[config.mk]
export PLATFORM = sky130hd
export DESIGN_NAME = adc_drp_sampler
export DESIGN_NICKNAME = d
export VERILOG_FILES = /design/src/rtl/adc_pkg.sv /design/src/rtl/adc_avg_accum.sv /design/src/rtl/adc_drp_sampler.sv
export SDC_FILE = /design/constraint.sdc
export NUM_CORES = 1
export LEC_CHECK = 0
export ABC_AREA = 1
export BUFFER_PORTS_ARGS = -buffer_cell sky130_fd_sc_hd__buf_2
export CAP_MARGIN = 20
export CORE_AREA = 4 4 112 114
export CTS_BUF_LIST = sky130_fd_sc_hd__clkbuf_8
export CTS_CLUSTER_SIZE = 30
export DETAILED_ROUTE_END_ITERATION = 10
export DIE_AREA = 0 0 116 118
export PLACE_DENSITY = 0.56
export SLEW_MARGIN = 20
export SYNTH_ARGS = -nofsm -noshare
export SYNTH_HDL_FRONTEND = slang
export SYNTH_SLANG_ARGS = --single-unit
[constraint.sdc]
create_clock -name CLK -period 2.3 [get_ports CLK]
set_input_delay 0 -clock CLK [delete_from_list [all_inputs] [get_ports CLK]]
set_output_delay 0 -clock CLK [all_outputs]
set_load 0.05 [all_outputs]
[src/rtl/adc_pkg.sv]
// Shared types and address constants for the XADC DRP sampler.
package adc_pkg;

   typedef enum logic [1:0] {
      S_IDLE  = 2'd0,
      S_REQ   = 2'd1,
      S_WAIT  = 2'd2,
      S_ACCUM = 2'd3
   } state_e;

   localparam logic [6:0] DRP_TEMP    = 7'h00;
   localparam logic [6:0] DRP_VAUX6   = 7'h16;
   localparam logic [6:0] DRP_CONFIG0 = 7'h40;

   localparam logic [31:0] ADC_AD = 32'h1100_0050;

   function automatic logic [11:0] drp_code(input logic [15:0] d);
      return d[15:4];
   endfunction

endpackage

[src/rtl/adc_avg_accum.sv]
// Boxcar averager: sums 2^AVG_LOG2 samples, then registers the floored mean
// and strobes ADC_VALID for one cycle.
module adc_avg_accum #(
   parameter int AVG_LOG2 = 4
) (
   input  logic        CLK,
   input  logic        RST,
   input  logic [11:0] sample,
   input  logic        valid,
   output logic [11:0] ADC_VALUE,
   output logic        ADC_VALID
);

   localparam int AW = 12 + AVG_LOG2;
   localparam int CW = (AVG_LOG2 > 0) ? AVG_LOG2 : 1;
   localparam logic [CW-1:0] CNT_LAST = CW'((1 << AVG_LOG2) - 1);

   logic [AW-1:0] acc_q, acc_d;
   logic [CW-1:0] cnt_q, cnt_d;
   logic [11:0]   val_q, val_d;
   logic          vld_q, vld_d;
   logic [AW-1:0] sum;

   always_comb begin
      sum   = acc_q + AW'(sample);
      acc_d = acc_q;
      cnt_d = cnt_q;
      val_d = val_q;
      vld_d = 1'b0;
      if (valid) begin
         if (cnt_q == CNT_LAST) begin
            val_d = 12'(sum >> AVG_LOG2);
            vld_d = 1'b1;
            acc_d = '0;
            cnt_d = '0;
         end else begin
            acc_d = sum;
            cnt_d = cnt_q + 1'b1;
         end
      end
   end

   always_ff @(posedge CLK or posedge RST) begin
      if (RST) begin
         acc_q <= '0;
         cnt_q <= '0;
         val_q <= '0;
         vld_q <= 1'b0;
      end else begin
         acc_q <= acc_d;
         cnt_q <= cnt_d;
         val_q <= val_d;
         vld_q <= vld_d;
      end
   end

   assign ADC_VALUE = val_q;
   assign ADC_VALID = vld_q;

endmodule

[src/rtl/adc_drp_sampler.sv]
// XADC DRP reader: one channel read per end-of-conversion, with a DRDY
// timeout, a 1-deep pending request, and a boxcar-averaged output.
module adc_drp_sampler
   import adc_pkg::*;
#(
   parameter logic [6:0] CHANNEL_ADDR = DRP_VAUX6,
   parameter int         AVG_LOG2     = 4,
   parameter int         TIMEOUT      = 63
) (
   input  logic        CLK,
   input  logic        RST,
   input  logic        EOC,
   input  logic        DRDY,
   input  logic [15:0] DO,
   output logic        DEN,
   output logic        DWE,
   output logic [6:0]  DADDR,
   output logic [11:0] ADC_VALUE,
   output logic        ADC_VALID,
   output logic        ADC_ERR
);

   localparam int TW = $clog2(TIMEOUT + 1);

   state_e        state_q, state_d;
   logic          pend_q, pend_d;
   logic [TW-1:0] tmo_q, tmo_d;
   logic [11:0]   smp_q, smp_d;
   logic          err_q, err_d;
   logic          den;
   logic          acc_vld;

   always_comb begin
      state_d = state_q;
      pend_d  = pend_q;
      tmo_d   = tmo_q;
      smp_d   = smp_q;
      err_d   = err_q;
      den     = 1'b0;
      acc_vld = 1'b0;
      // any EOC seen outside IDLE (including the cycle we return) is kept
      if (EOC && (state_q != S_IDLE)) pend_d = 1'b1;
      unique case (state_q)
         S_IDLE: begin
            if (EOC || pend_q) begin
               state_d = S_REQ;
               pend_d  = 1'b0;
            end
         end
         S_REQ: begin
            den     = 1'b1;
            tmo_d   = '0;
            state_d = S_WAIT;
         end
         S_WAIT: begin
            if (DRDY) begin
               smp_d   = drp_code(DO);
               state_d = S_ACCUM;
            end else if (tmo_q == TW'(TIMEOUT)) begin
               err_d   = 1'b1;
               state_d = S_IDLE;
            end else begin
               tmo_d = tmo_q + 1'b1;
            end
         end
         S_ACCUM: begin
            acc_vld = 1'b1;
            state_d = S_IDLE;
         end
         default: state_d = S_IDLE;
      endcase
   end

   always_ff @(posedge CLK or posedge RST) begin
      if (RST) begin
         state_q <= S_IDLE;
         pend_q  <= 1'b0;
         tmo_q   <= '0;
         smp_q   <= '0;
         err_q   <= 1'b0;
      end else begin
         state_q <= state_d;
         pend_q  <= pend_d;
         tmo_q   <= tmo_d;
         smp_q   <= smp_d;
         err_q   <= err_d;
      end
   end

   adc_avg_accum #(
      .AVG_LOG2 (AVG_LOG2)
   ) u_avg (
      .CLK       (CLK),
      .RST       (RST),
      .sample    (smp_q),
      .valid     (acc_vld),
      .ADC_VALUE (ADC_VALUE),
      .ADC_VALID (ADC_VALID)
   );

   assign DEN     = den;
   assign DWE     = 1'b0;
   assign DADDR   = CHANNEL_ADDR;
   assign ADC_ERR = err_q;

endmodule

==> impl_metrics.ini <==
[run_status]
status = completed

[global_route]
grt_max_degree = 24
antenna_found_initial = 0
grt_pass1_wl_um = 11430
track_usage = 0.1019
grt_pass1_vias = 2452
grt_overflow_total = 0

[setup_path]
crit_family = simple AND/OR/NAND/NOR gates
cp_data_required_time_ps = 2500
critPathKind = reg2reg
cp-end-kind = flip-flop
reg2regPathDepth = 9
max_stage_delay_ps = 400
worst-path-max-fanout = 4
critPathBufInv = 0
cp_common_cell = nand2_1
crit_path_top_delay_cell = dfrtp_1
startpoint_type = flip-flop
worst-r2r-setup-slack_ps = 380
crit_chain = ha_1 > fa_1 > nand2_1 > nand2_1 > nand3b_1 > nand2_1 > or2_1 > nand3_1 > nand2_1
cp.depth = 9
arrival_ps = 2110

[route]
wirelength_um = 6495
wl_per_cell_um = 11.26
num_vias = 2512
drc_errors = 0
viasPerCell = 4.354
dr.pass1.iters = 4
first_iter_violations = 106
antenna_left = 0

[cts]
cts_setup_buffers = 0
cts.path.max_buffers = 2
cts_root_buffer = clkbuf_8
cts_tree = built
clk_pin_slew_ps = 90
htreeDepth = 2
numCtsBuffers = 5
insertion_delay_ps = 300
clock_sinks = 55

[worst_hold_path]
hold_depth = 4
hp-class = in2reg

[timing]
fmax_mhz = 521.4
fin_skew_ps = 10.23
rsz0062_at_grt = no
hold_viol = 0
setup_viol = 0
report.final.slew_viol_count = 0
period_minus_slack_ps = 1918
setup_tns_ps = 0
min_period_over_period = 0.8339

[finish]
area_delta_synth_final_pct = 15.10
post-route-cell-area_mm2 = 0.003652
diodes = 0
layout-drive-gt1-share = 0.1705
fin_nets = 468

[place]
hpwl_um = 5154
io_buffers = 30
gp_congestion = 0.8726
placed_area_mm2 = 0.003431

[synthesis]
syn_area_mm2 = 0.003173
synth_warnings = 0
synth-async-reset-ratio = 1.000
synth_common_cells = 134 x nand2_1, 55 x dfrtp_1, 40 x inv_1, 31 x nand3_1, 16 x nor2_1
ys_top_cells_by_area = dfrtp_1 43%, nand2_1 16%, ha_1 5.5%
ys_types = 40
ys_ff_latch = 55
synth_top_area_cell = dfrtp_1
synth.most_common_cell = nand2_1
ys.flop_type = dfrtp_1
synth_seq_area_share = 0.4338
synth_enable_flop_cells = 0
yosysTopAreaCellShare = 0.4338
syn_inst = 387
avgSynthCellArea_um2 = 8.199

[pwr]
peakVddDrop_mv = 0.4910
p_per_area_mw_per_mm2 = 1351
p_leak_nw = 2.019

[floorplan]
core_mm2 = 0.01142
dieWidth_um = 116
io_pins = 43
initial_core_util = 0.2779
fp.dieH_um = 118
dieArea_mm2 = 0.01369
fp-row-count = 39

[flow_run]
maxCapViolCount = 0
[layout make-up]
type	instances	area [um2]
well taps	143	178.9
inverters	49	183.9
fillers	1234	7766
clock inverters	3	12.51
repair buffers	47	312.8
clock buffers	5	68.82
multi-input cells	275	1519
flip-flops and latches	55	1376
[tightest hold or removal path, cell delays in order]
cell      delay, ps
buf_2           130
nor2_2           70
inv_1            50
o21bai_1         60
[registers in the layout (all words and copies together) (netlist names)]
signal	cells
ADC_ERR	1
pend_q	1
smp_q	12
state_q	2
tmo_q	6
u_avg.ADC_VALID	1
u_avg.ADC_VALUE	12
u_avg.acc_q	16
u_avg.cnt_q	4
[path summary, 6_finish.rpt]
kind / from / to
min in group asynchronous: RST / ADC_ERR$_DFFE_PP0P_
max in group asynchronous: RST / u_avg.ADC_VALUE[3]$_DFFE_PP0P_
hold / removal: DRDY / ADC_ERR$_DFFE_PP0P_
setup / recovery: smp_q[0]$_DFFE_PP0P_ / u_avg.ADC_VALUE[2]$_DFFE_PP0P_
hold reg to reg: u_avg.ADC_VALUE[8]$_DFFE_PP0P_ / u_avg.ADC_VALUE[8]$_DFFE_PP0P_
setup reg to reg: smp_q[0]$_DFFE_PP0P_ / u_avg.ADC_VALUE[2]$_DFFE_PP0P_
[kinds of logic (layout without fill, tap and decap cells)]
| kind of cell | Yosys count | after routing | share of synthesized area |
|---|---|---|---|
| AO/OA/AOI/OAI | 23 | 23 | 0.04338 |
| XOR/XNOR | 5 | 5 | 0.01380 |
| adder cells (fa/ha/maj) | 15 | 15 | 0.06152 |
| buffers and inverters | 63 | 104 | 0.09463 |
| flip-flops | 55 | 55 | 0.4338 |
| multiplexers | 12 | 12 | 0.05205 |
| other | 2 | 8 | 0.002367 |
| AND/OR/NAND/NOR | 212 | 212 | 0.2985 |
[timing repair]
action | 4_1_cts | 5_1_grt
hold buffers | 14 | 0
hold endpoints to repair | 34 | 0
gates resized for setup | 0 | 0
[power by group]
part | internal, mW | switching (mW)
logic | 1.03 | 1.77
clock network | 0.206 | 0.303
registers | 1.35 | 0.273
[stage by stage]
step                total power, mW  setup slack [ps]  std cells  utilization  hold WS [ps]
finish                        4.935             382.0        577       0.3199         44.59
global route                  5.465             267.2        577       0.3199         65.76
CTS                           4.998             365.4        577       0.3199         35.48
detailed placement            4.447             380.0        555       0.3005         58.99
floorplan                     3.875             433.6        393            -         135.1
global placement              4.382             439.4        555       0.3005         50.54
[routing by layer]
metal	vias to the layer above	wire, um	share of wire	GRT usage
li1	1300	-	-	-
met1	1161	3064	0.47	0.1376
met2	44	3044	0.47	0.1673
met3	7	334	0.051	0.02005
met4	0	52	0.0080	0.02321
met5	-	0	0	0
[cell usage in the layout (no fill, tap or decap), types with 4 or more instances in the layout]
| cell type | count |
|---|---|
| a21oi_1 | 11 |
| buf_2 | 30 |
| clkbuf_8 | 5 |
| conb_1 | 8 |
| dfrtp_1 | 55 |
| dlygate4sd3_1 | 14 |
| ha_1 | 14 |
| inv_1 | 41 |
| inv_2 | 9 |
| mux2_2 | 4 |
| mux2_4 | 8 |
| nand2_1 | 134 |
| nand3_1 | 31 |
| nor2_1 | 16 |
| nor3_1 | 5 |
| or2_1 | 5 |
(Power assumes the default switching activity.)
